$ cat src/rtl/cache_types.sv
// Shared cache-subsystem types: line geometry and the line buffer FSM state encoding.
package cache_types;

  localparam int LINE_SIZE       = 256;
  localparam int LINE_BEAT_WIDTH = 64;
  localparam int LINE_BEATS      = LINE_SIZE / LINE_BEAT_WIDTH;

  typedef enum logic [2:0] {
    LINE_IDLE,
    WAIT,
    DESERIALIZE,
    DESERIALIZE_DONE,
    SERIALIZE
  } line_buffer_state_t;

endpackage

$ cat src/rtl/cacheline_buffer.sv
// Line buffer between the L2 controller and the burst memory port: assembles fill lines
// from read beats and serializes writeback lines into write beats, one transaction at a time.
module cacheline_buffer
  import cache_types::*;
#(
  parameter int CACHELINE_SIZE = LINE_SIZE,
  parameter int BEAT_WIDTH     = LINE_BEAT_WIDTH,
  parameter int ADDR_WIDTH     = 32
) (
  input  logic                      clk,
  input  logic                      rst_n,
  input  logic                      line_req_valid,
  input  logic                      line_req_write,
  input  logic [ADDR_WIDTH-1:0]     line_req_addr,
  input  logic [CACHELINE_SIZE-1:0] line_req_wdata,
  output logic                      line_req_ready,
  output logic                      line_resp_valid,
  output logic                      line_resp_write,
  output logic [ADDR_WIDTH-1:0]     line_resp_addr,
  output logic [CACHELINE_SIZE-1:0] line_resp_rdata,
  output logic [ADDR_WIDTH-1:0]     bmem_addr,
  output logic                      bmem_read,
  output logic                      bmem_write,
  output logic [BEAT_WIDTH-1:0]     bmem_wdata,
  input  logic                      bmem_ready,
  input  logic                      bmem_rvalid,
  input  logic [BEAT_WIDTH-1:0]     bmem_rdata
);

  localparam int BEATS  = CACHELINE_SIZE / BEAT_WIDTH;
  localparam int OFFSET = $clog2(CACHELINE_SIZE / 8);
  localparam int CNT_W  = (BEATS > 1) ? $clog2(BEATS) : 1;
  localparam logic [CNT_W-1:0] LAST_BEAT = CNT_W'(BEATS - 1);

  line_buffer_state_t        state, state_next;
  logic [CNT_W-1:0]          beat_cnt;
  logic [CACHELINE_SIZE-1:0] line_q;
  logic [CACHELINE_SIZE-1:0] line_next;
  logic [ADDR_WIDTH-1:0]     addr_q;
  logic [BEAT_WIDTH-1:0]     cur_beat;
  logic                      last_beat;

  assign last_beat = (beat_cnt == LAST_BEAT);

  // Slot beat_cnt is both the outgoing write beat and the landing place of a read beat.
  always_comb begin
    cur_beat  = '0;
    line_next = line_q;
    for (int i = 0; i < BEATS; i++) begin
      if (beat_cnt == CNT_W'(i)) begin
        cur_beat = line_q[i*BEAT_WIDTH +: BEAT_WIDTH];
        line_next[i*BEAT_WIDTH +: BEAT_WIDTH] = bmem_rdata;
      end
    end
  end

  always_ff @(posedge clk or negedge rst_n) begin
    if (!rst_n) state <= LINE_IDLE;
    else        state <= state_next;
  end

  always_comb begin
    state_next = state;
    case (state)
      LINE_IDLE:        if (line_req_valid) state_next = line_req_write ? SERIALIZE : WAIT;
      WAIT:             if (bmem_ready) state_next = DESERIALIZE;
      DESERIALIZE:      if (bmem_rvalid && last_beat) state_next = DESERIALIZE_DONE;
      DESERIALIZE_DONE: state_next = LINE_IDLE;
      SERIALIZE:        if (bmem_ready && last_beat) state_next = LINE_IDLE;
      default:          state_next = LINE_IDLE;
    endcase
  end

  always_ff @(posedge clk or negedge rst_n) begin
    if (!rst_n) begin
      beat_cnt        <= '0;
      line_q          <= '0;
      addr_q          <= '0;
      line_resp_valid <= 1'b0;
      line_resp_write <= 1'b0;
      line_resp_addr  <= '0;
      line_resp_rdata <= '0;
    end else begin
      line_resp_valid <= 1'b0;
      case (state)
        LINE_IDLE: begin
          if (line_req_valid) begin
            addr_q <= {line_req_addr[ADDR_WIDTH-1:OFFSET], {OFFSET{1'b0}}};
            line_q <= line_req_wdata;
          end
        end
        DESERIALIZE: begin
          if (bmem_rvalid) begin
            line_q <= line_next;
            if (last_beat) begin
              // Response is captured from line_next so the final beat is included.
              beat_cnt        <= '0;
              line_resp_valid <= 1'b1;
              line_resp_write <= 1'b0;
              line_resp_addr  <= addr_q;
              line_resp_rdata <= line_next;
            end else begin
              beat_cnt <= beat_cnt + 1'b1;
            end
          end
        end
        SERIALIZE: begin
          if (bmem_ready) begin
            if (last_beat) begin
              beat_cnt        <= '0;
              line_resp_valid <= 1'b1;
              line_resp_write <= 1'b1;
              line_resp_addr  <= addr_q;
            end else begin
              beat_cnt <= beat_cnt + 1'b1;
            end
          end
        end
        default: ;
      endcase
    end
  end

  assign line_req_ready = (state == LINE_IDLE);
  assign bmem_read      = (state == WAIT);
  assign bmem_write     = (state == SERIALIZE);
  assign bmem_wdata     = (state == SERIALIZE) ? cur_beat : '0;
  assign bmem_addr      = (state == WAIT || state == DESERIALIZE || state == SERIALIZE) ? addr_q : '0;

endmodule

$ cat config.mk
export PLATFORM = sky130hd
export DESIGN_NAME = cacheline_buffer
export DESIGN_NICKNAME = d
export VERILOG_FILES = /design/src/rtl/cache_types.sv /design/src/rtl/cacheline_buffer.sv
export SDC_FILE = /design/constraint.sdc
export NUM_CORES = 1
export LEC_CHECK = 0
export CAP_MARGIN = 20
export CORE_ASPECT_RATIO = 2
export CORE_MARGIN = 4
export CORE_UTILIZATION = 30
export CTS_BUF_LIST = sky130_fd_sc_hd__clkbuf_4 sky130_fd_sc_hd__clkbuf_8
export DETAILED_ROUTE_END_ITERATION = 6
export GPL_TIMING_DRIVEN = 0
export HOLD_SLACK_MARGIN = 0.1
export MAX_ROUTING_LAYER = met4
export SKIP_CTS_REPAIR_TIMING = 1
export SYNTH_ARGS = -nofsm -noshare
export SYNTH_HDL_FRONTEND = slang
export SYNTH_SLANG_ARGS = --single-unit
$ cat constraint.sdc
create_clock -name clk -period 5 [get_ports clk]
set_input_delay 1 -clock clk [delete_from_list [all_inputs] [get_ports clk]]
set_output_delay 1 -clock clk [all_outputs]
set_load 0.01 [all_outputs]
==> run_results.csv, run 1 <==
group,metric,value,unit
run_status,status,"completed",
flow_run,maxCapViolCount,0,
synth,ys.flop_type,"dfrtp_1",
synth,synth_area_leaders,"dfrtp_1 51%, mux2_2 20%, a2bb2oi_1 7.9%",
synth,yosysTopAreaCell,"dfrtp_1",
sta,worstMarginPinSlew,1200,ps
synth,synth-edff-count,0,
worst_setup_path,startpoint,"beat_cnt[1]",
clock_network,cts_tree,"done",
layout,final_nets,3648,
worst_setup_path,arrival,4000,ps
sta,final.period_utilization,100,%
floorplanning,die_w,225,um
routing,drc,0,
worst_setup_path,path_cells,"ha_1, clkbuf_2, clkbuf_2, clkbuf_1, nand2_1, a21oi_2, clkdlybuf4s50_1",
placement,post-dp-hpwl,109,mm
worst_setup_path,start_kind,"register",
pwr,power_frac_seq,29.2,%
synth,netlist-cell-type-count,35,
pwr,power_frac_comb,53.1,%
worst_hold_path,min_path_type,"input pin to async pin",
synth,async_reset_ff_share,100,%
pwr,p_per_area,691,nW/um2
synth,synth_top_cell_area_share,50.6,%
layout,area_delta_synth_final,40.9,%
worst_setup_path,path_buf_inv,4,
synth,syn_area,28300,um2
layout,fillCellCount,9094,
pwr,swShare,40.5,%
sta,hold_viol_final,0,
synth,synth-seq-cells,573,
sta,min_period,5000,ps
clock_network,cts.path.max_buffers,3,
worst_setup_path,reg2reg_setup_slack,1610,ps
routing,drt_wl_total,142,mm
routing,avgRoutedWirePerCell,30.8,um
worst_setup_path,worst_path_max_delay_cell,"clkdlybuf4s50_1",
worst_setup_path,critPathMaxFanout,10,
layout,postLayoutCellArea,39900,um2
routing,viasPerCell,5.52,
clock_network,numCtsBuffers,92,
floorplanning,rows,159,
floorplanning,die_area,99700,um2
global_route,grt_max_degree,112,
clock_network,cts_root_buffer,"clkbuf_8",
pwr,ir_worst_vdd,0.000322,V
sta,finalClockSkew,47.5,ps
sta,clock.fmax,200,MHz
worst_setup_path,path_class,"register to primary output",
sta,slew_violations,0,
placement,placed_area,37600,um2
global_route,grt_first_pass_wirelength,198,mm
layout,final_common_cell,"clkdlybuf4s50_1",
worst_setup_path,crit_family,"buffers and inverters",
pwr,p_switching,11200,uW
synth,yosysSeqAreaShare,50.6,%
pwr,p_int,16400,uW
routing,detailroute.via_count,25400,
sta,slew_headroom,20.0,%
worst_setup_path,worstReg2RegEnd,"line_q[73]",
worst_setup_path,r2r_start,"state[1]",
floorplanning,io_pins,747,
layout,final_layout_size_suffix_gt1_share,23.7,%
clock_network,clk_pin_slew_worst_paths,80,ps
worst_setup_path,r2r_cells,6,
synth,syn_inst,2432,
pwr,clkPwrFrac,17.7,%
global_route,grt_usage,28.3,%
layout,final_cell_mix,"730 x clkdlybuf4s50_1, 573 x dfrtp_1, 505 x mux2_2",
sta,rsz0062_at_grt,"true",
placement,port_buffers,731,
worst_setup_path,slowest_delay,610,ps
global_route,antenna_found_initial,40,
worst_setup_path,end_kind,"primary output",
synth,syn_area_per_cell,11.7,um2
global_route,grt.overflow.total,0,
clock_network,cts.sinks,573,
routing,drt_iter0_markers,1759,
global_route,grt_pass1_vias,26400,
sta,fin_setup_tns,0,ps
floorplanning,start_util,30.2,%
synth,ys_warn_count,0,
routing,dr.pass1.iters,5,
sta,setup_viol,0,
placement,routabilityCongestion,0.930,
worst_setup_path,cpMostUsedCell,"clkbuf_2",
routing,ant_nets,0,
worst_setup_path,crit_required,4000,ps
floorplanning,core_area,93900,um2
clock_network,h-tree-depth,3,
pwr,p_leak,0.0166,uW
clock_network,clock_latency,820,ps
floorplanning,die_h,443,um
-- stage by stage --
| step | instances | hold slack [ps] | setup slack, ps | power [uW] | util (%) |
|---|---|---|---|---|---|
| floorplan | 2441 | 489 | 1940 | 15400 | - |
| global placement | 4379 | 486 | -24870 | 22400 | 39.6 |
| detailed placement | 4399 | 492 | -367 | 22700 | 40.0 |
| CTS | 4566 | 260 | -1290 | 27600 | 42.3 |
| global route | 4600 | 282 | -131 | 28900 | 42.5 |
| finish | 4603 | 239 | 0.167 | 27600 | 42.5 |
-- cell usage after synthesis, types with 2 or more instances --
| library cell | n |
|---|---|
| dfrtp_1 | 573 |
| mux2_2 | 505 |
| a2bb2oi_1 | 256 |
| o22ai_1 | 255 |
| clkbuf_1 | 167 |
| a21oi_1 | 131 |
| nand2_1 | 130 |
| inv_1 | 73 |
| nand3b_1 | 67 |
| a221o_1 | 64 |
| o21ai_0 | 64 |
| buf_2 | 46 |
| buf_1 | 29 |
| and2_1 | 28 |
| buf_4 | 10 |
| ha_1 | 5 |
| a2111oi_4 | 4 |
| nand4bb_1 | 4 |
| a211oi_1 | 2 |
| nand2b_1 | 2 |
| nor3_1 | 2 |
| xnor2_1 | 2 |
-- cells by family after synthesis --
kind of cell | synth area share (%)
adders and majority gates | 0.221
and+or+nand+nor | 4.53
muxes | 20.1
xor gates and xnor gates | 0.0618
AOI/OAI and AO/OA | 19.8
buffers and inverters | 4.64
other | 0.0132
DFF | 50.6
-- power by group through the flow --
stage	combinational [uW]	clock, uW	sequential (uW)
final	14700	4880	8060
after global routing	15500	5140	8280
after CTS	14600	4970	8030
after detailed placement	14600	0	8100
after global placement	14300	0	8090
after floorplan	7350	0	8030
-- worst reg2reg max path, stage by stage (launching register included) --
cell,delay (ps)
dfrtp_1,410
buf_2,280
nor3b_2,700
buf_2,700
clkbuf_1,820
o22ai_1,200
a2bb2oi_1,200
-- how the worst max path moves through the flow --
stage	to	slack, ps	cells after the start
finish	bmem_wdata[48]	0.2	7
global route	bmem_wdata[48]	-130	7
detailed placement	bmem_wdata[48]	-370	9
global placement	line_resp_addr[22]	-24870	1
CTS	bmem_wdata[48]	-1290	9
floorplan	bmem_wdata[45]	1940	8
-- cell type report --
| cell class | count | area, um2 | area share [%] |
|---|---|---|---|
| Inverter | 73 | 274 | 0.686 |
| Timing Repair Buffer | 752 | 7720 | 19.3 |
| Tap cell | 1207 | 1510 | 3.78 |
| Sequential cell | 573 | 14300 | 35.9 |
| Multi-Input combinational cell | 1543 | 12700 | 31.9 |
| Antenna cell | 38 | 95.1 | 0.238 |
| Clock buffer | 140 | 1760 | 4.42 |
| Buffer | 250 | 1100 | 2.75 |
| Clock inverter | 27 | 374 | 0.937 |
-- per-layer routing --
layer	global-route usage [%]	vias up	share of wire, %
met5	-	-	0
met1	31.0	12900	37
li1	-	11000	-
met3	7.69	315	8.3
met4	13.8	0	4.9
met2	47.2	1275	50
-- registers in the layout (all words and copies together) (netlist names) --
| signal | cells |
|---|---|
| line_resp_valid | 1 |
| addr_q | 27 |
| state | 3 |
| line_resp_addr | 27 |
| line_q | 256 |
| line_resp_write | 1 |
| line_resp_rdata | 256 |
| beat_cnt | 2 |
(Power assumes the default switching activity.)
==> run 2: changes to the inputs <==
--- a/config.mk
+++ b/config.mk
@@ -6,12 +6,11 @@
 export NUM_CORES = 1
 export LEC_CHECK = 0
 export CAP_MARGIN = 20
-export CORE_ASPECT_RATIO = 2
+export CORE_ASPECT_RATIO = 0.75
 export CORE_MARGIN = 4
 export CORE_UTILIZATION = 30
 export CTS_BUF_LIST = sky130_fd_sc_hd__clkbuf_4 sky130_fd_sc_hd__clkbuf_8
 export DETAILED_ROUTE_END_ITERATION = 6
-export GPL_TIMING_DRIVEN = 0
 export HOLD_SLACK_MARGIN = 0.1
 export MAX_ROUTING_LAYER = met4
 export SKIP_CTS_REPAIR_TIMING = 1
==> run 2 against run 1 <==
  * Cell count is 4.0% lower
  * Sequential share of layout area increased by 0.56 points
  * Count of clock-buffer cells in the layout increased by 9
  * Sequential power decreased by 1%
  * Combinational power shrank 7%
==> run_results.csv, run 2 (same netlist as run 1, synthesis figures left out) <==
group,metric,value,unit
run_status,status,"completed",
pwr,ir_worst_vdd,0.000378,V
pwr,p_leak,0.0163,uW
global_route,antenna_found_initial,19,
worst_setup_path,path_cells,"inv_1, ha_4, buf_4, a21oi_1, a221o_1, a21oi_1, clkdlybuf4s50_1",
worst_setup_path,r2r_start,"beat_cnt[0]",
floorplanning,rows,97,
worst_setup_path,slowest_delay,620,ps
sta,hold_viol_final,0,
routing,wl_met3,9.44,mm
worst_setup_path,cpMostUsedCell,"a21oi_1",
sta,slew_violations,0,
floorplanning,start_util,30.3,%
worst_setup_path,end_kind,"primary output",
layout,area_delta_synth_final,38.7,%
pwr,p_per_area,670,nW/um2
clock_network,clock_latency,780,ps
layout,final_util,42.0,%
worst_setup_path,worst_path_max_delay_cell,"ha_4",
clock_network,numCtsBuffers,97,
routing,drt_iter0_markers,1639,
routing,drt_wl_total,115,mm
placement,port_buffers,731,
global_route,grt_first_pass_wirelength,166,mm
layout,final_layout_size_suffix_gt1_share,24.1,%
sta,slew_headroom,34.3,%
placement,routabilityCongestion,0.834,
global_route,grt_pass1_vias,24100,
floorplanning,die_area,99500,um2
clock_network,cts_root_buffer,"clkbuf_8",
layout,final_common_cell,"clkdlybuf4s50_1",
placement,dp_cells,4228,
routing,ant_nets,0,
routing,dr.pass1.iters,5,
placement,pre_cts_slack,1030,ps
sta,layout_setup_ws,255,ps
routing,viasPerCell,5.41,
sta,final.period_utilization,94.9,%
routing,avgRoutedWirePerCell,26.0,um
global_route,grt_max_degree,124,
layout,final_cell_mix,"730 x clkdlybuf4s50_1, 573 x dfrtp_1, 505 x mux2_2",
sta,worstMarginPinSlew,985,ps
sta,setup_viol,0,
layout,final_nets,3453,
layout,largestRegisters,"line_q x256, line_resp_rdata x256",
clock_network,clk_pin_slew_worst_paths,70,ps
routing,drc,0,
routing,top_layer,"met4",
clock_network,h-tree-depth,3,
worst_setup_path,crit_required,4000,ps
worst_setup_path,arrival,3740,ps
global_route,grt.overflow.total,0,
placement,post-dp-hpwl,76.0,mm
global_route,grt_usage,22.9,%
routing,wl_met2,52.2,mm
worst_setup_path,worstReg2RegEnd,"line_q[191]",
sta,min_period,4740,ps
floorplanning,die_h,274,um
layout,finalNonFillerCells,4418,
clock_network,cts.path.max_buffers,3,
worst_setup_path,start_kind,"register",
routing,detailroute.via_count,23900,
sta,clock.fmax,211,MHz
worst_setup_path,critPathMaxFanout,48,
floorplanning,io_pins,747,
worst_hold_path,min_path_type,"input pin to async pin",
sta,finalClockSkew,35.4,ps
sta,fin_setup_tns,0,ps
routing,wl_met1,50.1,mm
sta,rsz0062_at_grt,"false",
flow_run,maxCapViolCount,0,
worst_setup_path,path_class,"register to primary output",
worst_setup_path,startpoint,"beat_cnt[0]",
floorplanning,core_area,93600,um2
worst_setup_path,r2r_cells,6,
clock_network,cts_tree,"done",
floorplanning,die_w,363,um
clock_network,cts.sinks,573,
worst_setup_path,reg2reg_setup_slack,1700,ps
[run 2: cell types whose count changed in the layout (fill, tap and decap cells not counted), moves of 18 or more]
cell | before | now
clkbuf_1 | 142 | 0
clkbuf_2 | 27 | 0
buf_1 | 18 | 0
buf_2 | 48 | 0
buf_4 | 10 | 49
buf_12 | 0 | 22
[run 2: worst max-delay path, delay by kind of cell, from the launching register on]
kind	cells	cell delay (ps)
buffers and inverters	3	1210
AO/OA/AOI/OAI	3	620
flip-flops	1	490
adder cells (fa/ha/maj)	1	620
[run 2: metal layers]
layer  vias up  GRT usage, %
li1      10500             -
met4         0          7.26
met1     12200          29.7
met3       197          6.68
met2       983          34.6
met5         -             -
[run 2: area by class of cell]
| class | count | area, um2 |
|---|---|---|
| Clock inverter | 16 | 233 |
| Clock buffer | 149 | 1850 |
| Multi-Input combinational cell | 1543 | 12900 |
| Fill cell | 9058 | 54300 |
| Inverter | 73 | 274 |
| Timing Repair Buffer | 802 | 8130 |
| Tap cell | 1237 | 1550 |
| Antenna cell | 25 | 62.6 |
| Sequential cell | 573 | 14300 |
[run 2: worst max-delay path by stage]
stage	endpoint	slack, ps	depth (start not counted)
4_1_cts	bmem_wdata[19]	150	7
3_5_place_dp	bmem_wdata[19]	1030	7
6_report	bmem_wdata[19]	260	7
2_1_floorplan	bmem_wdata[45]	1940	8
3_3_place_gp	bmem_wdata[19]	1050	7
5_1_grt	bmem_wdata[19]	70	7
[run 2: report_power, final]
part / internal, uW / switching, uW
logic: 7030 / 6660
clock network: 2600 / 2060
registers: 6640 / 1340
[run 2: per-stage QoR]
step | cell area, um2 | total power, uW | hold slack (ps)
after floorplan | 28400 | 15400 | 489
after global placement | 37200 | 21600 | 487
after detailed placement | 37200 | 21700 | 492
after CTS | 39200 | 26500 | 237
after global routing | 39300 | 27800 | 266
final | 39300 | 26300 | 266
